## src/rtl/fp_pkg.sv

```systemverilog
// Shared single-precision definitions for the floating-point back ends:
// class encodings, field widths, flag bit positions and the canonical NaN.
package fp_pkg;
    typedef enum logic [1:0] {
        FP_NORMAL = 2'b00,
        FP_ZERO   = 2'b01,
        FP_INF    = 2'b10,
        FP_NAN    = 2'b11
    } fp_class_e;

    localparam int EXP_W  = 8;
    localparam int FRAC_W = 23;
    localparam int BIAS   = 127;

    // Working exponent width: wide enough for sums below zero and past 255
    localparam int E_W = 11;

    localparam int FLAG_OVF = 2;
    localparam int FLAG_UNF = 1;
    localparam int FLAG_INX = 0;

    localparam logic [31:0] QNAN = 32'h7FC0_0000;
endpackage

```

## src/rtl/fp_round_rne.sv

```systemverilog
// Combinational round-to-nearest-even on a normalized fraction with guard and
// sticky bits; a carry out of the fraction bumps the exponent.
module fp_round_rne
    import fp_pkg::*;
(
    input  logic [FRAC_W-1:0]     frac,
    input  logic                  g,
    input  logic                  s,
    input  logic signed [E_W-1:0] e,
    output logic [FRAC_W-1:0]     frac_rnd,
    output logic signed [E_W-1:0] e_adj,
    output logic                  carry,
    output logic                  inexact
);
    logic            round_up;
    logic [FRAC_W:0] sum;

    assign round_up = g & (s | frac[0]);
    assign sum      = {1'b0, frac} + {{FRAC_W{1'b0}}, round_up};
    assign carry    = sum[FRAC_W];
    // All-ones fraction rolled over: significand becomes 2.0, i.e. 1.0 x 2^(e+1)
    assign frac_rnd = carry ? '0 : sum[FRAC_W-1:0];
    assign e_adj    = e + $signed({{(E_W-1){1'b0}}, carry});
    assign inexact  = g | s;
endmodule

```

## src/rtl/fmult_norm_round.sv

```systemverilog
// Two-stage normalize / round-and-pack back end of the binary32 multiplier,
// with a valid/ready handshake that sustains one result per cycle.
module fmult_norm_round #(
    parameter int          BIAS = fp_pkg::BIAS,
    parameter logic [31:0] QNAN = fp_pkg::QNAN
) (
    input  logic        clk,
    input  logic        rst_n,
    input  logic        in_valid,
    output logic        in_ready,
    input  logic        in_sign,
    input  logic [8:0]  in_exp,
    input  logic [47:0] in_mant,
    input  logic [1:0]  in_class,
    output logic        out_valid,
    input  logic        out_ready,
    output logic [31:0] out_data,
    output logic [2:0]  out_flags
);
    import fp_pkg::*;

    localparam logic signed [E_W-1:0] BIAS_E = E_W'(BIAS);

    logic adv1, adv2;

    logic                  n;
    logic signed [E_W-1:0] e_n;
    logic [FRAC_W-1:0]     frac_n;
    logic                  g_n, s_n;

    logic                  s1_valid;
    logic                  s1_sign;
    logic signed [E_W-1:0] s1_e;
    logic [FRAC_W-1:0]     s1_frac;
    logic                  s1_g, s1_s;
    logic [1:0]            s1_class;

    logic [FRAC_W-1:0]     frac_rnd;
    logic signed [E_W-1:0] e_adj;
    logic                  carry, inexact;
    logic [31:0]           res_data;
    logic [2:0]            res_flags;

    logic s2_valid;

    assign adv2      = !s2_valid | out_ready;
    assign adv1      = !s1_valid | adv2;
    assign in_ready  = adv1;
    assign out_valid = s2_valid;

    // Stage 1: normalize the product so the leading one sits above frac
    assign n      = in_mant[47];
    assign e_n    = $signed({2'b00, in_exp}) - BIAS_E + $signed({{(E_W-1){1'b0}}, n});
    assign frac_n = n ? in_mant[46:24] : in_mant[45:23];
    assign g_n    = n ? in_mant[23]    : in_mant[22];
    assign s_n    = n ? |in_mant[22:0] : |in_mant[21:0];

    always_ff @(posedge clk or negedge rst_n) begin
        if (!rst_n) begin
            s1_valid <= 1'b0;
            s1_sign  <= 1'b0;
            s1_e     <= '0;
            s1_frac  <= '0;
            s1_g     <= 1'b0;
            s1_s     <= 1'b0;
            s1_class <= '0;
        end else if (adv1) begin
            s1_valid <= in_valid;
            if (in_valid) begin
                s1_sign  <= in_sign;
                s1_e     <= e_n;
                s1_frac  <= frac_n;
                s1_g     <= g_n;
                s1_s     <= s_n;
                s1_class <= in_class;
            end
        end
    end

    // Stage 2: round, range-check and pack
    fp_round_rne u_round (
        .frac     (s1_frac),
        .g        (s1_g),
        .s        (s1_s),
        .e        (s1_e),
        .frac_rnd (frac_rnd),
        .e_adj    (e_adj),
        .carry    (carry),
        .inexact  (inexact)
    );

    always_comb begin
        res_data  = {s1_sign, e_adj[EXP_W-1:0], frac_rnd};
        res_flags = '0;
        res_flags[FLAG_INX] = inexact;
        if (e_adj >= $signed(E_W'(255))) begin
            res_data  = {s1_sign, 8'hFF, 23'h0};
            res_flags = '0;
            res_flags[FLAG_OVF] = 1'b1;
            res_flags[FLAG_INX] = 1'b1;
        end else if (e_adj <= $signed(E_W'(0))) begin
            res_data  = {s1_sign, 31'h0};
            res_flags = '0;
            res_flags[FLAG_UNF] = 1'b1;
            res_flags[FLAG_INX] = 1'b1;
        end
        // Special operands resolved upstream win over any arithmetic result
        case (fp_class_e'(s1_class))
            FP_ZERO: begin
                res_data  = {s1_sign, 31'h0};
                res_flags = '0;
            end
            FP_INF: begin
                res_data  = {s1_sign, 8'hFF, 23'h0};
                res_flags = '0;
            end
            FP_NAN: begin
                res_data  = QNAN;
                res_flags = '0;
            end
            default: ;
        endcase
    end

    always_ff @(posedge clk or negedge rst_n) begin
        if (!rst_n) begin
            s2_valid  <= 1'b0;
            out_data  <= '0;
            out_flags <= '0;
        end else if (adv2) begin
            s2_valid <= s1_valid;
            if (s1_valid) begin
                out_data  <= res_data;
                out_flags <= res_flags;
            end
        end
    end

    logic unused_carry;
    assign unused_carry = carry;
endmodule

```

## config.mk

```make
export PLATFORM = sky130hd
export DESIGN_NAME = fmult_norm_round
export DESIGN_NICKNAME = d
export VERILOG_FILES = /design/src/rtl/fp_pkg.sv /design/src/rtl/fp_round_rne.sv /design/src/rtl/fmult_norm_round.sv
export SDC_FILE = /design/constraint.sdc
export NUM_CORES = 1
export LEC_CHECK = 0
export CORE_ASPECT_RATIO = 0.9
export CORE_MARGIN = 1
export CORE_UTILIZATION = 35
export CTS_CLUSTER_SIZE = 12
export DETAILED_ROUTE_END_ITERATION = 10
export PLACE_DENSITY = 0.56
export SLEW_MARGIN = 20
export SYNTH_ARGS = -nofsm -noshare
export SYNTH_HDL_FRONTEND = slang
export SYNTH_SLANG_ARGS = --single-unit
```

## constraint.sdc

```tcl
create_clock -name clk -period 9.07 [get_ports clk]
set_input_delay 1.814 -clock clk [delete_from_list [all_inputs] [get_ports clk]]
set_output_delay 1.814 -clock clk [all_outputs]
set_load 0.01 [all_outputs]
```

=== After elaboration in Yosys (flattened, before gate mapping) ===
Cells that the tools add are included.

* Add/sub/neg operators: 4
* Magnitude comparators: 2
* Equal/unequal tests: 3
* Mux-type cells: 10
* Bitwise logic cells: 5
* Reduce and logical (&&, ||, !) cells: 7

{| class="wikitable"
|+ Operators by type and width
! kind !! number
|-
| $pmux W32 S3 || 1
|-
| $mux W31 || 2
|-
| $mux W23 || 2
|-
| $add A23 B1 Y24 || 1
|-
| $reduce_or A23 Y1 || 1
|-
| $reduce_or A22 Y1 || 1
|-
| $add A10 B2 Y11 || 1
|-
| $add A11 B2 Y11 || 1
|-
| $ge A11 B9 Y1 const B || 1
|-
| $le A11 B1 Y1 const B || 1
|-
| $sub A9 B7 Y10 const B || 1
|-
| $mux W3 || 2
|-
| $eq A2 B2 Y1 const B || 2
|-
| $or A1 B1 Y1 || 4
|-
| $reduce_and A2 Y1 || 2
|-
| $reduce_or A3 Y1 || 1
|-
| $eq A2 B1 Y1 const B || 1
|-
| $logic_not A1 Y1 || 2
|-
| $mux W1 || 2
|-
| $mux W2 || 1
|-
| $and A1 B1 Y1 || 1
|}

* Register bits: 76
* Input bits: 64
* Output and inout bits: 37

=== Longest topological paths before layout ===
* Depth after elaboration: 8
* Depth in mapped cells: 16

=== By module ===
A second synthesis with hierarchy kept.

* Cell total of the unflattened synthesis: 500
* Area, all modules: 4385.5 µm²

{| class="wikitable"
|+ By module, submodules not included
! module !! times used !! cells an instance !! area an instance (µm²) !! sequential area each (µm²)
|-
| fmult_norm_round || 1 || 391 || 3634.7 || 1901.8
|-
| fp_round_rne || 1 || 109 || 750.7 || 0.0
|}

=== Worst setup path after synthesis ===
OpenSTA, ideal clock, no wires.

* Path type: input port to output port
* Start: in out_ready
* End: out in_ready
* Arrival time: 2028 ps
* Data required time: 7256 ps
* Setup slack: 5228 ps
* Cell stages on the path: 1
* Path buffers: 0
* Cell sequence: nand3b_1

* Cells in the longest elaborated chain, start to end: 2

{| class="wikitable"
|+ RTL lines
! item !! line !! text
|-
| from (decl) || fmult_norm_round.sv:16 || <nowiki>input logic out_ready,</nowiki>
|-
| $or A1 B1 Y1 || fmult_norm_round.sv:46 || <nowiki>assign adv2 = !s2_valid | out_ready;</nowiki>
|-
| $or A1 B1 Y1 || fmult_norm_round.sv:47 || <nowiki>assign adv1 = !s1_valid | adv2;</nowiki>
|-
| to (decl) || fmult_norm_round.sv:10 || <nowiki>output logic in_ready,</nowiki>
|}

No other way between the ends.

=== Final worst setup path ===
Ends and elaborated chain as after synthesis.

==> impl_results.md <==
* Port-buffer cells at 100
* Netlist cell types at 53
* GRT Resource Usage Total at 16.89%
* HP Start: out_data[16]$_DFFE_PN0P_
* Critical Path RT at 7.26 ns
* Fmax at 208.0 MHz
* Final-report hold violation count at 0
* Diode count at 0
* Setup Total Neg Slack at 0 ns
* Via count at 3476
* Initial drt markers at 131
* Die Y at 107.4 um
* WP data arrival at 2.99 ns
* R2R setup slack at 5.22 ns
* CP Class: primary input to primary output
* Routed WL at 10000 um
* Commonest register cell after synthesis: dfrtp_1
* Largest net degree at the start of global routing at 77
* Outcome: finished clean
* Leakage power at 2.281 nW
* Syn Inst Count at 462
* H-Tree Depth at 3
* Fin crit period at 4.807 ns
* PwrDens at 177.0 nW/um^2
* CP endpoint kind: primary output
* Post-CTS setup buffers at 0
* R2R Path End: out_data[2]$_DFFE_PN0P_
* Drt wl/cell at 13.93 um
* Final slew viol count at 0
* Core ar. at 12030 um^2
* Avg Inst Size Synth at 9.346 um^2
* Synthesized Nets at 533
* Clock Skews at 0.004211 ns
* Via density at 4.841
* Clock transition at path regs at 0.05 ns
* Worst-Skew Late Latency at 0.33 ns
* Dpl hpwl at 7629 um
* Hold path cells at 2
* Worst r2r src: s1_s$_DFFE_PN0P_
* CTS sink count at 76
* Post-route ant nets at 0
* Slew @ Worst Pin at 1.029 ns
* DRT Pass-1 Iters at 4
* CP Launch Type: primary input
* Area grow syn2layout at 32.25%
* Ports at 101
* GR Overflow Total at 0
* Die width at 119.1 um
* Unrepaired setup endpoints after global routing: no
* Ys Warns at 0
* CTS root buffer: clkbuf_16
* Asr flop ratio synth at 100.0%
* Total CTS buffers at 9
* Final setup vio count at 0
* Placement Cell Area at 5425 um^2
* Maximum VDD drop at 108.9 uV
* Post-synth top area cell: dfrtp_1
* EDFF count, synth at 0
* Setup WS post-layout at 4.263 ns
* Post-CTS Hold Buffers at 0
* First-pass GRT wire length at 16920 um
* Final Instance Area at 5710 um^2
* Die ar. at 12790 um^2
* CTS resizes at 0
* # DRC at 0
* Rows at 38
* Period utilisation layout at 53.00%
* Min-delay worst type: register to register
* Initial core utilization at 35.90%
* Area share of the largest cell type after synthesis at 44.05%
* Peak fanout along the critical path at 3
* Pre-CTS WS at 4.258 ns
* Initial antenna violation count at 0
* Max-slew headroom at 31.23%
* Area contributors post-synth: dfrtp_1, nand2_1, mux2i_1
* Mapped cell area at 4318 um^2
* Routability cong. at 0.8085
* Total power at 0.001011 W
* Share of cells above drive strength 1 at 7.348%
* Seq/Total Area, Yosys at 44.05%
* CTS tree: done
* FF-to-FF path depth at 14
* Final #Nets at 625
* Max Cap Viol at 0
* Vias in the first global route at 3390
* CTS Buffer Depth at 2
* Hold Path End: out_data[16]$_DFFE_PN0P_
* Number of synthesized register bits at 76
[critical path, stage by stage]
cell and delay, ns:
clkdlybuf4s50_1 0.46, nand3b_1 0.16, clkdlybuf4s50_1 0.56
[per-stage QoR]
stage	hold WS [ns]	instances	utilization, %
after floorplan	0.4607	462	-
after global placement	0.4512	703	45.10
after detailed placement	0.4662	703	45.10
after CTS	0.4784	718	47.47
after global routing	0.4989	718	47.47
final	0.4724	718	47.47
[power by group]
group | switching [W] | leakage, nW | internal (W)
clock | 0.000128 | 0.140 | 0.000219
combinational | 0.000108 | 1.19 | 0.000117
sequential | 0.0000528 | 0.952 | 0.000386
total | 0.000289 | 2.28 | 0.000722
[cells by family (layout without fill, tap and decap cells)]
group	after synthesis	after routing	share of synthesized area, %
AO/OA/AOI/OAI	91	91	13.16
XOR/XNOR	39	39	7.911
adder cells (fa/ha/maj)	7	7	2.028
buffers and inverters	28	124	3.129
flip-flops	76	76	44.05
multiplexers	30	30	7.389
AND/OR/NAND/NOR	191	191	22.34
[flip-flops by register name (all words and copies together), names as in the netlist]
| register | cells |
|---|---|
| s1_valid | 1 |
| out_valid | 1 |
| s1_s | 1 |
| out_data | 32 |
| s1_e | 11 |
| s1_sign | 1 |
| s1_frac | 23 |
| s1_class | 2 |
| out_flags | 3 |
| s1_g | 1 |
[per-layer routing]
metal / global-route usage, % / vias to the layer above / wire length [um]
met5: 0 / - / 0
met3: 3.019 / 12 / 471
met4: 7.866 / 0 / 210
li1: - / 1812 / -
met2: 24.04 / 88 / 4106
met1: 24.61 / 1564 / 5215
[area by class of cell]
class / count / area (um^2)
Clock buffer: 13 / 250.2
Fill cell: 1193 / 6319
Clock inverter: 2 / 35.03
Timing Repair Buffer: 102 / 1013
Sequential cell: 76 / 1902
Inverter: 7 / 26.28
Tap cell: 160 / 200.2
Multi-Input combinational cell: 358 / 2283
[placed cells by master (no fill, tap or decap), types with 2 or more instances in the layout]
cell type / count
clkdlybuf4s50_1: 99
nand2_1: 85
dfrtp_1: 76
o21ai_0: 39
nor2_1: 27
mux2i_1: 24
xnor2_1: 21
nand3_1: 18
xor2_1: 18
a21oi_1: 12
o21ai_1: 11
nand4_1: 10
o21ai_2: 10
clkbuf_16: 9
inv_1: 7
ha_1: 7
nor4_1: 6
nor3_1: 6
or3_1: 6
and3_1: 5
mux2_2: 5
nand2b_1: 5
and2_1: 4
a22o_1: 4
a32oi_1: 3
a31oi_1: 3
clkbuf_1: 3
buf_4: 3
nand4_4: 2
a211oi_1: 2
nor4b_1: 2
o31ai_1: 2
nor2b_1: 2
[worst max-delay path by stage]
| stage | from | endpoint | slack, ns | depth (start not counted) |
|---|---|---|---|---|
| 6_report | out_ready | in_ready | 4.26 | 3 |
| 5_1_grt | out_ready | in_ready | 4.23 | 3 |
| 4_1_cts | out_ready | in_ready | 4.25 | 3 |
| 3_5_place_dp | out_ready | in_ready | 4.26 | 3 |
| 3_3_place_gp | out_ready | in_ready | 4.28 | 3 |
| 2_1_floorplan | out_ready | in_ready | 5.23 | 1 |
[cells in the mapped netlist, types with 7 or more instances]
cell       n
nand2_1   86
dfrtp_1   76
o21ai_0   39
nor2_1    27
mux2i_1   24
xnor2_1   21
nand3_1   18
xor2_1    18
clkbuf_1  14
a21oi_1   12
o21ai_1   11
nand4_1   10
o21ai_2   10
ha_1       7
inv_1      7
(Power assumes the default switching activity.)
